--- src/rtl/sync_fifo_pkg.sv ---
// sync_fifo_pkg
//   Shared constants and elaboration-time helpers for sync_fifo.
//   - MODE_* / DIR_* : legal values of the MODE and DIRECTION string parameters.
//   - clog2_f        : ceil(log2(value)), 0 for value <= 1.
//   - ratio_f        : max(a,b)/min(a,b), the wide-to-narrow width ratio.
//   - min_f / max_f  : integer min/max used to derive storage geometry.
package sync_fifo_pkg;

  localparam string MODE_FWFT     = "FWFT";
  localparam string MODE_STANDARD = "STANDARD";
  localparam string DIR_LSB       = "LSB";
  localparam string DIR_MSB       = "MSB";

  function automatic int clog2_f(input int value);
    int result = 0;
    for (int i = 0; i < 31; i++) begin
      if ((1 << i) < value) result = i + 1;
    end
    return result;
  endfunction

  function automatic int min_f(input int a, input int b);
    return (a < b) ? a : b;
  endfunction

  function automatic int max_f(input int a, input int b);
    return (a > b) ? a : b;
  endfunction

  function automatic int ratio_f(input int a, input int b);
    return max_f(a, b) / min_f(a, b);
  endfunction

endpackage

--- src/rtl/fifo_ram.sv ---
// fifo_ram
//   DEPTH x W register array used as the FIFO storage. One write port and one
//   read port, each WR_SLICES / RD_SLICES narrow entries wide; the caller
//   supplies one address per slice so it controls wrap-around.
//   Ports:
//     clk      in  rising-edge clock
//     wr_en    in  write all WR_SLICES slices this cycle
//     wr_addr  in  per-slice write address
//     wr_data  in  per-slice write data
//     rd_addr  in  per-slice read address
//     rd_data  out per-slice read data (combinational from the array)
module fifo_ram
  import sync_fifo_pkg::*;
#(
  parameter int W         = 8,
  parameter int DEPTH     = 16,
  parameter int WR_SLICES = 1,
  parameter int RD_SLICES = 1,
  localparam int AW       = clog2_f(DEPTH)
) (
  input  logic                             clk,
  input  logic                             wr_en,
  input  logic [WR_SLICES-1:0][AW-1:0]     wr_addr,
  input  logic [WR_SLICES-1:0][W-1:0]      wr_data,
  input  logic [RD_SLICES-1:0][AW-1:0]     rd_addr,
  output logic [RD_SLICES-1:0][W-1:0]      rd_data
);

  logic [W-1:0] mem_q [DEPTH];
  logic [W-1:0] mem_d [DEPTH];

  // No reset: contents are only ever observed through the FIFO pointers,
  // which are reset, so stale entries are never visible.
  always_comb begin
    mem_d = mem_q;
    if (wr_en) begin
      for (int j = 0; j < WR_SLICES; j++) begin
        mem_d[wr_addr[j]] = wr_data[j];
      end
    end
  end

  always_ff @(posedge clk) begin
    mem_q <= mem_d;
  end

  always_comb begin
    rd_data = '0;
    for (int j = 0; j < RD_SLICES; j++) begin
      rd_data[j] = mem_q[rd_addr[j]];
    end
  end

endmodule

--- src/rtl/sync_fifo.sv ---
// sync_fifo
//   Single-clock FIFO with independent write/read widths (power-of-two ratio),
//   STANDARD or first-word-fall-through read mode, and occupancy / free-space
//   counters on both sides. Storage is in narrow units W = min(widths).
//   Ports:
//     sys_clk, sys_rst  clock (rising edge), asynchronous active-low reset
//     wr_en, din        write request and data (INPUT_WIDTH)
//     rd_en             read request (STANDARD) / acknowledge (FWFT)
//     valid, dout       output word and its qualifier (OUTPUT_WIDTH)
//     full, empty       no room for an input word / no complete output word
//     wr_data_count     stored data in input words,  wr_data_space = free
//     rd_data_count     stored data in output words, rd_data_space = free
//
//   Handshake: a write is accepted on a rising edge where wr_en & ~full; a
//   read is accepted on a rising edge where rd_en & ~empty (in FWFT mode
//   valid == ~empty, so this equals rd_en & valid). Requests that are not
//   accepted are dropped, never queued. full/empty are the registered flags,
//   so a read in the same cycle never frees room for a write.
module sync_fifo
  import sync_fifo_pkg::*;
#(
  parameter int    INPUT_WIDTH  = 16,
  parameter int    OUTPUT_WIDTH = 16,
  parameter int    WR_DEPTH     = 16,
  parameter int    RD_DEPTH     = 16,
  parameter string MODE         = MODE_FWFT,
  parameter string DIRECTION    = DIR_LSB
) (
  input  logic                        sys_clk,
  input  logic                        sys_rst,
  input  logic                        wr_en,
  input  logic [INPUT_WIDTH-1:0]      din,
  input  logic                        rd_en,
  output logic                        valid,
  output logic [OUTPUT_WIDTH-1:0]     dout,
  output logic                        full,
  output logic                        empty,
  output logic [$clog2(WR_DEPTH):0]   wr_data_count,
  output logic [$clog2(RD_DEPTH):0]   rd_data_count,
  output logic [$clog2(WR_DEPTH):0]   wr_data_space,
  output logic [$clog2(RD_DEPTH):0]   rd_data_space
);

  localparam int W       = min_f(INPUT_WIDTH, OUTPUT_WIDTH);
  localparam int N       = max_f(WR_DEPTH, RD_DEPTH);
  localparam int RI      = ratio_f(INPUT_WIDTH, W);
  localparam int RO      = ratio_f(OUTPUT_WIDTH, W);
  localparam int LRI     = clog2_f(RI);
  localparam int LRO     = clog2_f(RO);
  localparam int AW      = clog2_f(N);
  localparam int CW      = AW + 1;
  localparam int WCW     = clog2_f(WR_DEPTH) + 1;
  localparam int RCW     = clog2_f(RD_DEPTH) + 1;
  localparam bit IS_FWFT = (MODE != MODE_STANDARD);
  localparam bit IS_LSB  = (DIRECTION != DIR_MSB);

  logic [CW-1:0]  used_q, used_d;
  logic [AW-1:0]  wr_ptr_q, wr_ptr_d;
  logic [AW-1:0]  rd_ptr_q, rd_ptr_d;
  logic           full_q, full_d;
  logic           empty_q, empty_d;
  logic [WCW-1:0] wr_cnt_q, wr_cnt_d;
  logic [WCW-1:0] wr_space_q, wr_space_d;
  logic [RCW-1:0] rd_cnt_q, rd_cnt_d;
  logic [RCW-1:0] rd_space_q, rd_space_d;
  logic           valid_q, valid_d;
  logic [OUTPUT_WIDTH-1:0] dout_q, dout_d;

  logic wr_acc;
  logic rd_acc;

  logic [RI-1:0][AW-1:0] wr_addr;
  logic [RI-1:0][W-1:0]  wr_slices;
  logic [RO-1:0][AW-1:0] rd_addr;
  logic [RO-1:0][W-1:0]  rd_slices;
  logic [RO-1:0][W-1:0]  head_word;

  assign wr_acc = wr_en & ~full_q;
  assign rd_acc = rd_en & ~empty_q;

  // Slice j of the stream goes to wr_ptr+j; DIRECTION picks which end of the
  // wide input word is slice 0. Addresses wrap naturally at N (power of two).
  always_comb begin
    wr_addr   = '0;
    wr_slices = '0;
    for (int j = 0; j < RI; j++) begin
      wr_addr[j] = wr_ptr_q + AW'(j);
      if (IS_LSB) wr_slices[j] = din[j*W +: W];
      else        wr_slices[j] = din[(RI-1-j)*W +: W];
    end
  end

  always_comb begin
    rd_addr   = '0;
    head_word = '0;
    for (int j = 0; j < RO; j++) begin
      rd_addr[j] = rd_ptr_q + AW'(j);
      if (IS_LSB) head_word[j]        = rd_slices[j];
      else        head_word[RO-1-j]   = rd_slices[j];
    end
  end

  fifo_ram #(
    .W         (W),
    .DEPTH     (N),
    .WR_SLICES (RI),
    .RD_SLICES (RO)
  ) u_ram (
    .clk     (sys_clk),
    .wr_en   (wr_acc),
    .wr_addr (wr_addr),
    .wr_data (wr_slices),
    .rd_addr (rd_addr),
    .rd_data (rd_slices)
  );

  // Occupancy in narrow units; both sides' counts and flags derive from the
  // next value so they are registered yet reflect the edge just taken.
  always_comb begin
    used_d = used_q;
    if (wr_acc) used_d = used_d + CW'(RI);
    if (rd_acc) used_d = used_d - CW'(RO);

    wr_ptr_d = wr_acc ? (wr_ptr_q + AW'(RI)) : wr_ptr_q;
    rd_ptr_d = rd_acc ? (rd_ptr_q + AW'(RO)) : rd_ptr_q;

    wr_cnt_d   = WCW'(used_d >> LRI);
    rd_cnt_d   = RCW'(used_d >> LRO);
    wr_space_d = WCW'(WR_DEPTH) - wr_cnt_d;
    rd_space_d = RCW'(RD_DEPTH) - rd_cnt_d;
    full_d     = (wr_space_d == '0);
    empty_d    = (rd_cnt_d == '0);

    // Output register is only meaningful in STANDARD mode; in FWFT it stays 0.
    valid_d = rd_acc && !IS_FWFT;
    dout_d  = (rd_acc && !IS_FWFT) ? OUTPUT_WIDTH'(head_word) : dout_q;
  end

  always_ff @(posedge sys_clk or negedge sys_rst) begin
    if (!sys_rst) begin
      used_q     <= '0;
      wr_ptr_q   <= '0;
      rd_ptr_q   <= '0;
      full_q     <= 1'b0;
      empty_q    <= 1'b1;
      wr_cnt_q   <= '0;
      rd_cnt_q   <= '0;
      wr_space_q <= WCW'(WR_DEPTH);
      rd_space_q <= RCW'(RD_DEPTH);
      valid_q    <= 1'b0;
      dout_q     <= '0;
    end else begin
      used_q     <= used_d;
      wr_ptr_q   <= wr_ptr_d;
      rd_ptr_q   <= rd_ptr_d;
      full_q     <= full_d;
      empty_q    <= empty_d;
      wr_cnt_q   <= wr_cnt_d;
      rd_cnt_q   <= rd_cnt_d;
      wr_space_q <= wr_space_d;
      rd_space_q <= rd_space_d;
      valid_q    <= valid_d;
      dout_q     <= dout_d;
    end
  end

  // FWFT shows the head word straight from storage; it is forced to 0 while
  // empty so no stale entry is ever presented.
  assign valid = IS_FWFT ? ~empty_q : valid_q;
  assign dout  = IS_FWFT ? (empty_q ? '0 : OUTPUT_WIDTH'(head_word)) : dout_q;

  assign full          = full_q;
  assign empty         = empty_q;
  assign wr_data_count = wr_cnt_q;
  assign rd_data_count = rd_cnt_q;
  assign wr_data_space = wr_space_q;
  assign rd_data_space = rd_space_q;

endmodule

--- config.mk ---
export PLATFORM = sky130hd
export DESIGN_NAME = sync_fifo
export DESIGN_NICKNAME = d
export VERILOG_FILES = /design/src/rtl/sync_fifo_pkg.sv /design/src/rtl/fifo_ram.sv /design/src/rtl/sync_fifo.sv
export SDC_FILE = /design/constraint.sdc
export NUM_CORES = 1
export LEC_CHECK = 0
export BUFFER_PORTS_ARGS = -buffer_cell sky130_fd_sc_hd__buf_2
export CORE_MARGIN = 2
export CORE_UTILIZATION = 60
export DETAILED_ROUTE_END_ITERATION = 16
export HOLD_SLACK_MARGIN = 0.02
export PLACE_DENSITY = 0.79
export SLEW_MARGIN = 20
export SYNTH_ARGS = -nofsm -noshare
export SYNTH_HDL_FRONTEND = slang
export SYNTH_SLANG_ARGS = --single-unit
--- constraint.sdc ---
create_clock -name sys_clk -period 7.2 [get_ports sys_clk]
set_input_delay 1.08 -clock sys_clk [delete_from_list [all_inputs] [get_ports sys_clk]]
set_output_delay 1.08 -clock sys_clk [all_outputs]
set_load 0.05 [all_outputs]
==> metrics, run 1 <==
buffer depth of the longest clock path=3; post-synthesis xor/xnor area fraction=0.01820; post-synthesis instance area=0.01079 mm^2; FF-to-FF End=full; pwr/cell area=466.5 mW/mm^2; routed wire length on met3=1.652 mm; RD Place Congestion=0.7903; FF+latch area=0.008170 mm^2; WL met2=12.16 mm; setup TNS=0 ps; Max-cap violations=0; grt total ovfl=0; number of nets in the synthesized netlist=546; max-slew violation count=0; number of standard-cell rows in the floorplan=49; number of DRC violations after detailed routing=0; H-tree levels=1; simple logic cell fraction of the synthesized area=0.02423; Critical path buffers and inverters=2; number of gates resized after cts=0; net total in the final layout=606; root buffer cell=sky130_fd_sc_hd__clkbuf_16; CTS Hold Bufs=0; Seq pwr share=0.384; area share of the largest cell type after synthesis=0.7123; internal power=3.524 mW; detailed-router iteration count before antenna repair=4; Synth Instances=517; number of vias in the routed layout=5357; placeable core region=0.01778 mm^2; worst-case headroom to the max-slew limit=0.3311; highest metal layer used by the detailed router=met4; maximum vdd drop=0.4848 mV; net switching power=2.171 mW; post-route clock period utilization=0.6118; Finished Core Util=0.6867; share of total power in the clock network=0.242; ranking of synthesized cells by area=sky130_fd_sc_hd__edfxtp_1 71%, sky130_fd_sc_hd__mux4_2 13%, sky130_fd_sc_hd__dfrtp_1 3.9%; multi-input gate area in the final layout=0.002474 mm^2; worst hold slack=493.9 ps; height of the die=138.1 um; startpoint type of the worst setup path=register; worst endpoint data arrival time=3320 ps; origin of the critical flop-to-flop path=empty; Clock Latency Late Sink=520 ps; FF-to-FF setup slack=4460 ps; sequence of cells on the critical path=buf_4, mux4_2, a22oi_1, a21oi_1, buf_2; fraction of the mapped netlist area in compound gates=0.03223; total power draw=5.695 mW; Finish-stage setup viols=0; leading post-synthesis cells by instance count=256 x sky130_fd_sc_hd__edfxtp_1, 64 x sky130_fd_sc_hd__mux4_2, 32 x sky130_fd_sc_hd__a22oi_1; TritonCTS Sinks=275; Reg clk slew, reported paths=60 ps; Synthesis Warnings=0; per-instance average area after synthesis=20.87 um^2; total routed wirelength=23.15 mm; clock tree from TritonCTS=done; antenna violation net count after detailed routing=0; Critical Path RT=6120 ps; portion of total power attributed to combinational logic=0.374; EDFF count, synth=256; Die Span X=138.1 um; worst slew pin tran=1003 ps; number of design-rule violations left by the first detailed-router iteration=553; top_reg_cell synth=sky130_fd_sc_hd__edfxtp_1; number of buffers added for setup after CTS=0; fill cell count=1108; Post-Synth Adder-Cell Area=0.01043; initial antenna violation count=0; maximum number of pins on one net before global-route repair=37; maximum fanout along the worst path=36; largest family of logic cells by synthesized area=multiplexers; share of layout cells above drive strength 1=0.3317; effective utilization at floorplan=0.6070; via/cell ratio=6.478; maximum clock rate=227.0 MHz; Post-Route Skew=12.84 ps; number of hold violations in the final report=0; outcome=finished clean; cell type group with the largest total delay on the critical path=buffers and inverters; number of I/O pins=59; routed wirelength normalized by instance count=28.00 um; Inserted Clock Buffers=26; Leakage=4.021 nW; number of global-route vias before repair=5567; die outline area=0.01907 mm^2; Buffers on Ports=58; FFs w/ async S/R, synth=0.06909; number of synthesized register bits=275; slowest stage cell, crit path=sky130_fd_sc_hd__dfrtp_4; total global routing track utilization=0.2458; shortest clock period the worst path allows after layout=4405 ps; Yosys cell types=35; RSZ-0062 raised after global routing=no; multiplexer share of the synthesized area=0.1355; worst hold path type=in -> async; cell type with the highest aggregate area in the netlist=sky130_fd_sc_hd__edfxtp_1; endpoint type of the worst setup path=output pin; Worst Reg2Reg Path Length in Cells=11; kind of critical path=reg -> out; HPWL after detailed placement=12.71 mm; library cell with the highest instance count after synthesis=sky130_fd_sc_hd__edfxtp_1; M1 wire length=8.768 mm; switching power as a share of total power=0.3813; area added between synthesis and finish=13.14%; Critical Path Max Stage Delay=840 ps; wire length of the first global-routing pass=34.24 mm; proportion of synthesized chip area in sequential cells=0.7566
==> worst reg2reg max path, stage by stage, from the launching register on <==
cell and delay (ps):
sky130_fd_sc_hd__dfstp_2 940, sky130_fd_sc_hd__inv_1 120, sky130_fd_sc_hd__nand2_1 210, sky130_fd_sc_hd__nor2_1 80, sky130_fd_sc_hd__xnor2_1 140, sky130_fd_sc_hd__mux2_2 310, sky130_fd_sc_hd__ha_1 220, sky130_fd_sc_hd__nand2_1 70
sky130_fd_sc_hd__nor2_1 50, sky130_fd_sc_hd__ha_1 300, sky130_fd_sc_hd__nand2_1 70, sky130_fd_sc_hd__nor3b_2 140
==> final cells by class <==
type,instances,area share
sequential,275,0.6692
multi-input combinational,198,0.2026
clock buffer,30,0.05626
timing repair buffer,70,0.03115
tap,229,0.02347
clock inverter,18,0.01527
inverter,6,0.001845
antenna,1,0.0002050
==> cell families after synthesis <==
group	after synthesis
muxes	66
adders and majority gates	9
and+or+nand+nor	52
buffers and inverters	44
DFF	275
AOI/OAI and AO/OA	51
xor gates and xnor gates	20
==> power groups by stage <==
stage | clock, mW | sequential (mW) | combinational (mW)
final | 1.38 | 2.19 | 2.13
after global routing | 1.45 | 2.21 | 2.25
after CTS | 1.39 | 2.19 | 2.14
after detailed placement | 0 | 2.22 | 2.12
after global placement | 0 | 2.20 | 2.08
after floorplan | 0 | 2.18 | 1.64
==> state kept, by name, indices dropped and copies added (netlist names) <==
name	flops
u_ram.mem_q	256
rd_data_space	5
rd_data_count	4
rd_ptr_q	4
wr_ptr_q	4
empty	1
full	1
==> worst max path at each step <==
stage | cells after the start | startpoint | slack [ps] | endpoint
finish | 5 | rd_ptr_q[0] | 2800 | dout[6]
global route | 5 | rd_ptr_q[0] | 2500 | dout[6]
CTS | 5 | rd_ptr_q[0] | 2690 | dout[6]
detailed placement | 5 | rd_ptr_q[0] | 3280 | dout[7]
global placement | 5 | rd_ptr_q[0] | 3330 | dout[0]
floorplan | 5 | wr_en | 3830 | u_ram.mem_q[192]
==> stage by stage <==
step | cells | cell area [um^2] | setup WS (ps)
finish | 827 | 12210 | 2795
global route | 826 | 12210 | 2503
CTS | 826 | 12190 | 2691
detailed placement | 778 | 11320 | 3282
global placement | 778 | 11290 | 3325
floorplan | 517 | 10790 | 3828
==> per-layer routing <==
layer  track usage  vias up
li1              -     2223
met1        0.3250     2806
met5             0        -
met2        0.4234      272
met3       0.04641       56
met4       0.07573        0
==> cells in the final DEF (no fill, tap or decap), types with 6 or more instances in the layout <==
cell,instances
sky130_fd_sc_hd__a21oi_1,16
sky130_fd_sc_hd__a22oi_1,32
sky130_fd_sc_hd__clkinv_1,6
sky130_fd_sc_hd__ha_1,9
sky130_fd_sc_hd__nand2_1,16
sky130_fd_sc_hd__buf_2,58
sky130_fd_sc_hd__xnor2_1,11
sky130_fd_sc_hd__buf_4,12
sky130_fd_sc_hd__mux4_2,64
sky130_fd_sc_hd__xor2_1,7
sky130_fd_sc_hd__nor2_4,9
sky130_fd_sc_hd__clkinv_2,7
sky130_fd_sc_hd__dfrtp_1,15
sky130_fd_sc_hd__edfxtp_1,256
sky130_fd_sc_hd__clkbuf_16,27
sky130_fd_sc_hd__inv_1,6
(Power assumes the default switching activity.)
==> run 2: changes to the inputs <==
Clock period 7.2 ns to 4.1 ns, I/O delays scaled along.
==> metrics, run 2 (same netlist as run 1, synthesis figures left out) <==
outcome=finished clean (unchanged); placeable core region=0.01778 mm^2 (unchanged); post-route clock period utilization=0.8484; total power draw=10.17 mW (was 5.695 mW); antenna violation net count after detailed routing=0 (unchanged); net total in the final layout=621 (was 606); endpoint type of the worst setup path=output pin (unchanged); Die Span X=138.1 um (unchanged); Clock Latency Late Sink=520 ps (about the same); buffer depth of the longest clock path=3 (unchanged); max-slew violation count=0 (unchanged); highest-count cells in the layout ignoring fill and taps=256 x sky130_fd_sc_hd__edfxtp_1, 64 x sky130_fd_sc_hd__mux4_2, 58 x sky130_fd_sc_hd__buf_2 (unchanged); fill cell count=1087 (was 1108); number of DRC violations after detailed routing=0 (unchanged); diode count=0 (was 1); RSZ-0062 raised after global routing=no (unchanged); number of standard-cell rows in the floorplan=49 (unchanged); Max-cap violations=0 (unchanged); worst endpoint data arrival time=2860 ps (was 3320 ps); FF-to-FF setup slack=1400 ps (was 4460 ps); worst hold path type=in -> async (unchanged); TritonCTS Sinks=275 (unchanged); startpoint type of the worst setup path=register (unchanged); detailed-router iteration count before antenna repair=5 (was 4); FF-to-FF End=full (unchanged); Largest Register=u_ram.mem_q (unchanged); height of the die=138.1 um (unchanged); worst hold slack=43.45 ps (was 493.9 ps); max FFs per register=256 (unchanged); share of layout cells above drive strength 1=0.3546 (was 0.3317); die outline area=0.01907 mm^2 (unchanged); Critical Path RT=3480 ps (was 6120 ps); root buffer cell=sky130_fd_sc_hd__clkbuf_16 (unchanged); Post-Route Skew=19.96 ps (was 12.84 ps); number of vias in the routed layout=5512 (was 5357); commonest non-fill, non-tap cell in the layout=sky130_fd_sc_hd__edfxtp_1 (unchanged); number of design-rule violations left by the first detailed-router iteration=618 (was 553); Leakage=4.112 nW (was 4.021 nW); number of buffers added for setup after CTS=0 (unchanged); multi-input gate area in the final layout=0.002429 mm^2 (was 0.002474 mm^2); number of global-route vias before repair=5670 (was 5567); total routed wirelength=23.84 mm (was 23.15 mm); clock tree from TritonCTS=done (unchanged); pwr/cell area=825.2 mW/mm^2 (was 466.5 mW/mm^2); Inserted Clock Buffers=27 (was 26); initial antenna violation count=0 (unchanged); maximum fanout along the worst path=28 (was 36); Finish-stage setup viols=0 (unchanged); Reg clk slew, reported paths=70 ps (was 60 ps); HPWL after detailed placement=13.50 mm (was 12.71 mm); maximum number of pins on one net before global-route repair=48 (was 37); worst slew pin tran=920.5 ps (was 1003 ps); area added between synthesis and finish=14.17% (was 13.14%); crit path from=rd_ptr_q[0] (unchanged); FF+latch area=0.008170 mm^2 (unchanged); shortest clock period the worst path allows after layout=3478 ps; total global routing track utilization=0.2545 (was 0.2458); grt total ovfl=0 (unchanged); via/cell ratio=6.554 (was 6.478); effective utilization at floorplan=0.6070 (unchanged); routed wirelength normalized by instance count=28.34 um (was 28.00 um); fin worst setup slack=621.6 ps (was 2795 ps); wire length of the first global-routing pass=35.79 mm (was 34.24 mm); pre-CTS WS=1133 ps (was 3282 ps); Worst Reg2Reg Path Length in Cells=11 (unchanged); number of I/O pins=59 (unchanged); H-tree levels=1 (unchanged); CTS Hold Bufs=0 (unchanged); number of hold violations in the final report=0 (unchanged); maximum clock rate=287.5 MHz; worst-case headroom to the max-slew limit=0.3863 (was 0.3311); RD Place Congestion=0.7871 (was 0.7903); origin of the critical flop-to-flop path=empty (unchanged); number of gates resized after cts=0 (unchanged); maximum vdd drop=0.8229 mV (was 0.4848 mV); kind of critical path=reg -> out (unchanged); CP endpoint=dout[1] (was dout[6]); Buffers on Ports=58 (unchanged); setup TNS=0 ps (unchanged)
run 2: changes by cell type in the layout (fill, tap and decap cells not counted), sizes merged:
| cell | before | now |
|---|---|---|
| buf | 70 | 84 |
| clkbuf | 30 | 34 |
| clkinv | 13 | 9 |
| clkinvlp | 0 | 2 |
| diode | 1 | 0 |
| inv | 7 | 6 |
run 2: how the worst min path moves through the flow:
stage,from,endpoint,slack (ps),cells after the start
floorplan,sys_rst,full,320,0
global placement,rd_ptr_q[3],rd_ptr_q[3],510,1
detailed placement,rd_ptr_q[3],rd_ptr_q[3],570,1
CTS,sys_rst,rd_ptr_q[0],50,1
global route,sys_rst,rd_ptr_q[3],70,1
finish,sys_rst,rd_ptr_q[3],40,1
run 2: area by class of cell:
type / instances / share of cell area
clock buffers: 34 / 0.05860
repair buffers: 84 / 0.04143
clock inverters: 15 / 0.01462
inverters: 6 / 0.001828
well taps: 229 / 0.02326
multi-input cells: 198 / 0.1971
flip-flops and latches: 275 / 0.6631
run 2: metrics by stage:
step             util  area (um^2)  std cells
6_report       0.6930        12320        841
5_1_grt        0.6930        12320        841
4_1_cts        0.6930        12320        841
3_5_place_dp   0.6422        11420        792
3_3_place_gp   0.6422        11420        792
2_1_floorplan       -        10790        517
run 2: routing by layer:
metal,part of all wire,wire length [um],global-route usage,up-vias
li1,-,-,-,2248
met1,0.39,9228,0.3613,2903
met2,0.51,12070,0.4247,316
met3,0.080,1897,0.03429,45
met4,0.027,645,0.07573,0
met5,0,0,0,-
run 2: where the power goes:
group	total [mW]	leakage (nW)	switching (mW)	internal (mW)
sequential	3.81	2.53	0.346	3.46
combinational	3.86	1.13	2.52	1.34
clock	2.50	0.445	0.998	1.50
run 2: critical path, stage by stage, from the launching register on:
cell	delay [ps]
sky130_fd_sc_hd__dfrtp_4	810
sky130_fd_sc_hd__buf_4	370
sky130_fd_sc_hd__mux4_2	530
sky130_fd_sc_hd__a22oi_1	240
sky130_fd_sc_hd__a21oi_1	130
sky130_fd_sc_hd__buf_2	250
==> run 3: changes to the inputs <==
Settings changed: ABC_AREA set to 1, PLACE_DENSITY 0.79 to 0.78.
Clock period 4.1 ns to 3.5 ns, I/O delays scaled along.
==> metrics, run 3 <==
RD Place Congestion=0.8693 (was 0.7871); worst hold path type=in -> reg (was in -> async); slowest stage cell, crit path=sky130_fd_sc_hd__dfrtp_2 (was sky130_fd_sc_hd__dfrtp_4); Critical Path RT=2970 ps (was 3480 ps); maximum clock rate=306.6 MHz; Critical path buffers and inverters=3 (was 2); startpoint type of the worst setup path=register (unchanged); area share of the largest cell type after synthesis=0.6761 (was 0.7123); height of the die=141.7 um (was 138.1 um); number of buffers added for setup after CTS=0 (unchanged); post-route clock period utilization=0.9318; setup TNS=0 ps (unchanged); number of synthesized register bits=275 (unchanged); Clock Latency Late Sink=540 ps (was 520 ps); number of DRC violations after detailed routing=0 (unchanged); total routed wirelength=25.75 mm (was 23.84 mm); leading post-synthesis cells by instance count=256 x sky130_fd_sc_hd__edfxtp_1, 224 x sky130_fd_sc_hd__nor2_1, 92 x sky130_fd_sc_hd__nand2_1 (was 256 x sky130_fd_sc_hd__edfxtp_1, 64 x sky130_fd_sc_hd__mux4_2, 32 x sky130_fd_sc_hd__a22oi_1); Yosys cell types=26 (was 35); fin worst setup slack=238.9 ps (was 621.6 ps); number of global-route vias before repair=7094 (was 5670); cell type group with the largest total delay on the critical path=buffers and inverters (was flip-flops); commonest non-fill, non-tap cell in the layout=sky130_fd_sc_hd__edfxtp_1 (unchanged); Finish-stage setup viols=0 (unchanged); EDFF count, synth=256 (unchanged); number of vias in the routed layout=7431 (was 5512); maximum vdd drop=1.081 mV (was 0.8229 mV); HPWL after detailed placement=14.53 mm (was 13.50 mm); antenna violation net count after detailed routing=0 (unchanged); number of design-rule violations left by the first detailed-router iteration=951 (was 618); maximum fanout along the worst path=17 (was 28); detailed-router iteration count before antenna repair=5 (unchanged); Buffers on Ports=58 (unchanged); area added between synthesis and finish=11.06% (was 14.17%); buffer depth of the longest clock path=3 (unchanged); Reg clk slew, reported paths=60 ps (was 70 ps); Post-Route Skew=10.30 ps (was 19.96 ps); kind of critical path=reg -> out (unchanged); proportion of synthesized chip area in sequential cells=0.7181 (was 0.7566); number of gates resized after cts=0 (unchanged); number of nets in the synthesized netlist=979 (was 546); portion of total power attributed to combinational logic=0.426 (was 0.380); number of standard-cell rows in the floorplan=50 (was 49); pwr/cell area=937.4 mW/mm^2 (was 825.2 mW/mm^2); effective utilization at floorplan=0.6099 (was 0.6070); worst endpoint data arrival time=2740 ps (was 2860 ps); routed wirelength normalized by instance count=20.55 um (was 28.34 um); total global routing track utilization=0.2599 (was 0.2545); max-slew violation count=0 (unchanged); worst slew pin tran=851.3 ps (was 920.5 ps); Inserted Clock Buffers=27 (unchanged); Synthesis Warnings=0 (unchanged); worst-case headroom to the max-slew limit=0.4289 (was 0.3863); Max-cap violations=0 (unchanged); internal power=6.759 mW (was 6.303 mW); Cell Area, Placed=0.01183 mm^2 (was 0.01142 mm^2); Synth Instances=950 (was 517); die outline area=0.02007 mm^2 (was 0.01907 mm^2); ranking of synthesized cells by area=sky130_fd_sc_hd__edfxtp_1 68%, sky130_fd_sc_hd__nor2_1 7.4%, sky130_fd_sc_hd__dfrtp_1 3.7% (was sky130_fd_sc_hd__edfxtp_1 71%, sky130_fd_sc_hd__mux4_2 13%, sky130_fd_sc_hd__dfrtp_1 3.9%); pre-CTS WS=832.6 ps (was 1133 ps); H-tree levels=1 (unchanged); TritonCTS Sinks=275 (unchanged); net switching power=5.079 mW (was 3.864 mW); FFs w/ async S/R, synth=0.06909 (unchanged); endpoint type of the worst setup path=output pin (unchanged); maximum number of pins on one net before global-route repair=135 (was 48); diode count=0 (unchanged); via/cell ratio=5.931 (was 6.554); initial antenna violation count=1 (was 0); wire length of the first global-routing pass=39.25 mm (was 35.79 mm); Largest Register=u_ram.mem_q (unchanged); placeable core region=0.01864 mm^2 (was 0.01778 mm^2); grt total ovfl=0 (unchanged); Die Span X=141.7 um (was 138.1 um); root buffer cell=sky130_fd_sc_hd__clkbuf_16 (unchanged); share of total power in the clock network=0.221 (was 0.245); highest-count cells in the layout ignoring fill and taps=256 x sky130_fd_sc_hd__edfxtp_1, 208 x sky130_fd_sc_hd__nor2_1, 92 x sky130_fd_sc_hd__nand2_1 (was 256 x sky130_fd_sc_hd__edfxtp_1, 64 x sky130_fd_sc_hd__mux4_2, 58 x sky130_fd_sc_hd__buf_2); Leakage=4.536 nW (was 4.112 nW); shortest clock period the worst path allows after layout=3261 ps; max FFs per register=256 (unchanged); top_reg_cell synth=sky130_fd_sc_hd__edfxtp_1 (unchanged); switching power as a share of total power=0.4290 (was 0.3800); outcome=finished clean (unchanged); Seq pwr share=0.352 (was 0.375); sequence of cells on the critical path=inv_2, buf_4, o21ai_0, o211ai_1, nand3_1, a21oi_1, buf_2 (was buf_4, mux4_2, a22oi_1, a21oi_1, buf_2); number of hold violations in the final report=0 (unchanged); per-instance average area after synthesis=11.97 um^2 (was 20.87 um^2); net total in the final layout=1030 (was 621); clock tree from TritonCTS=done (unchanged); cell type with the highest aggregate area in the netlist=sky130_fd_sc_hd__edfxtp_1 (unchanged); share of layout cells above drive strength 1=0.1472 (was 0.3546); Finished Core Util=0.6774 (was 0.6930); CTS Hold Bufs=1 (was 0); Critical Path Max Stage Delay=430 ps (was 810 ps); RSZ-0062 raised after global routing=no (unchanged); library cell with the highest instance count after synthesis=sky130_fd_sc_hd__edfxtp_1 (unchanged); number of I/O pins=59 (unchanged); post-synthesis instance area=0.01137 mm^2 (was 0.01079 mm^2); final design area excluding fillers=0.01263 mm^2 (was 0.01232 mm^2)
## run 3: cell types whose count changed after synthesis, sizes merged, moves of 4 or more
cell,change
mux4,-64
o211ai,+24
nor2b,-4
nand3,+77
o21ai,+118
xnor2,-11
nand2,+77
nor2,+209
a22oi,-32
inv,+23
buf,+25
nor3,-4
## run 3: cell type report
type | count | area (um^2)
sequential | 275 | 8170
fill | 1300 | 6015
multi-input combinational | 581 | 2716
clock buffer | 36 | 739.5
timing repair buffer | 86 | 540.5
tap | 234 | 292.8
inverter | 30 | 115.1
clock inverter | 11 | 53.80
## run 3: worst paths after layout
check | from | to | slack [ps] | cells after the start
worst max register to register | rd_data_space[0] | full | 1230 | 14
max in group asynchronous | sys_rst | rd_ptr_q[0] | 2700 | 2
worst min register to register | wr_ptr_q[1] | wr_ptr_q[3] | 620 | 2
min in group asynchronous | sys_rst | rd_data_count[1] | 460 | 2
worst min-delay path | din[14] | u_ram.mem_q[254] | 360 | 1
worst max-delay path | rd_ptr_q[1] | dout[6] | 240 | 7
## run 3: power groups by stage
| stage | registers (mW) | clock network (mW) | logic [mW] |
|---|---|---|---|
| global placement | 4.22 | 0 | 4.90 |
| floorplan | 4.40 | 0 | 3.66 |
| CTS | 4.17 | 2.64 | 5.03 |
| detailed placement | 4.24 | 0 | 5.01 |
| global route | 4.20 | 2.77 | 5.46 |
| finish | 4.17 | 2.62 | 5.05 |
## run 3: logic make-up after synthesis
| logic type | after synthesis | share of synthesized area |
|---|---|---|
| AND/OR/NAND/NOR | 402 | 0.1430 |
| adder cells (fa/ha/maj) | 9 | 0.009903 |
| buffers and inverters | 94 | 0.04655 |
| flip-flops | 275 | 0.7181 |
| XOR/XNOR | 7 | 0.005392 |
| AO/OA/AOI/OAI | 163 | 0.07702 |
## run 3: per-layer routing
layer  wire length (um)  GRT usage  share of wire  vias to the layer above
met5                 13          0        0.00050                        -
met4                656    0.08947          0.025                        2
met3               2784    0.04522           0.11                       59
li1                   -          -              -                     3432
met2              12520     0.4241           0.49                      408
met1               9765     0.3602           0.38                     3530
## run 3: metrics by stage
step / power [mW] / cells / hold WS (ps)
2_1_floorplan: 8.062 / 950 / 229.4
3_3_place_gp: 9.125 / 1205 / 481.8
3_5_place_dp: 9.243 / 1205 / 488.2
4_1_cts: 11.84 / 1253 / 354.0
5_1_grt: 12.44 / 1253 / 365.0
6_report: 11.84 / 1253 / 360.4
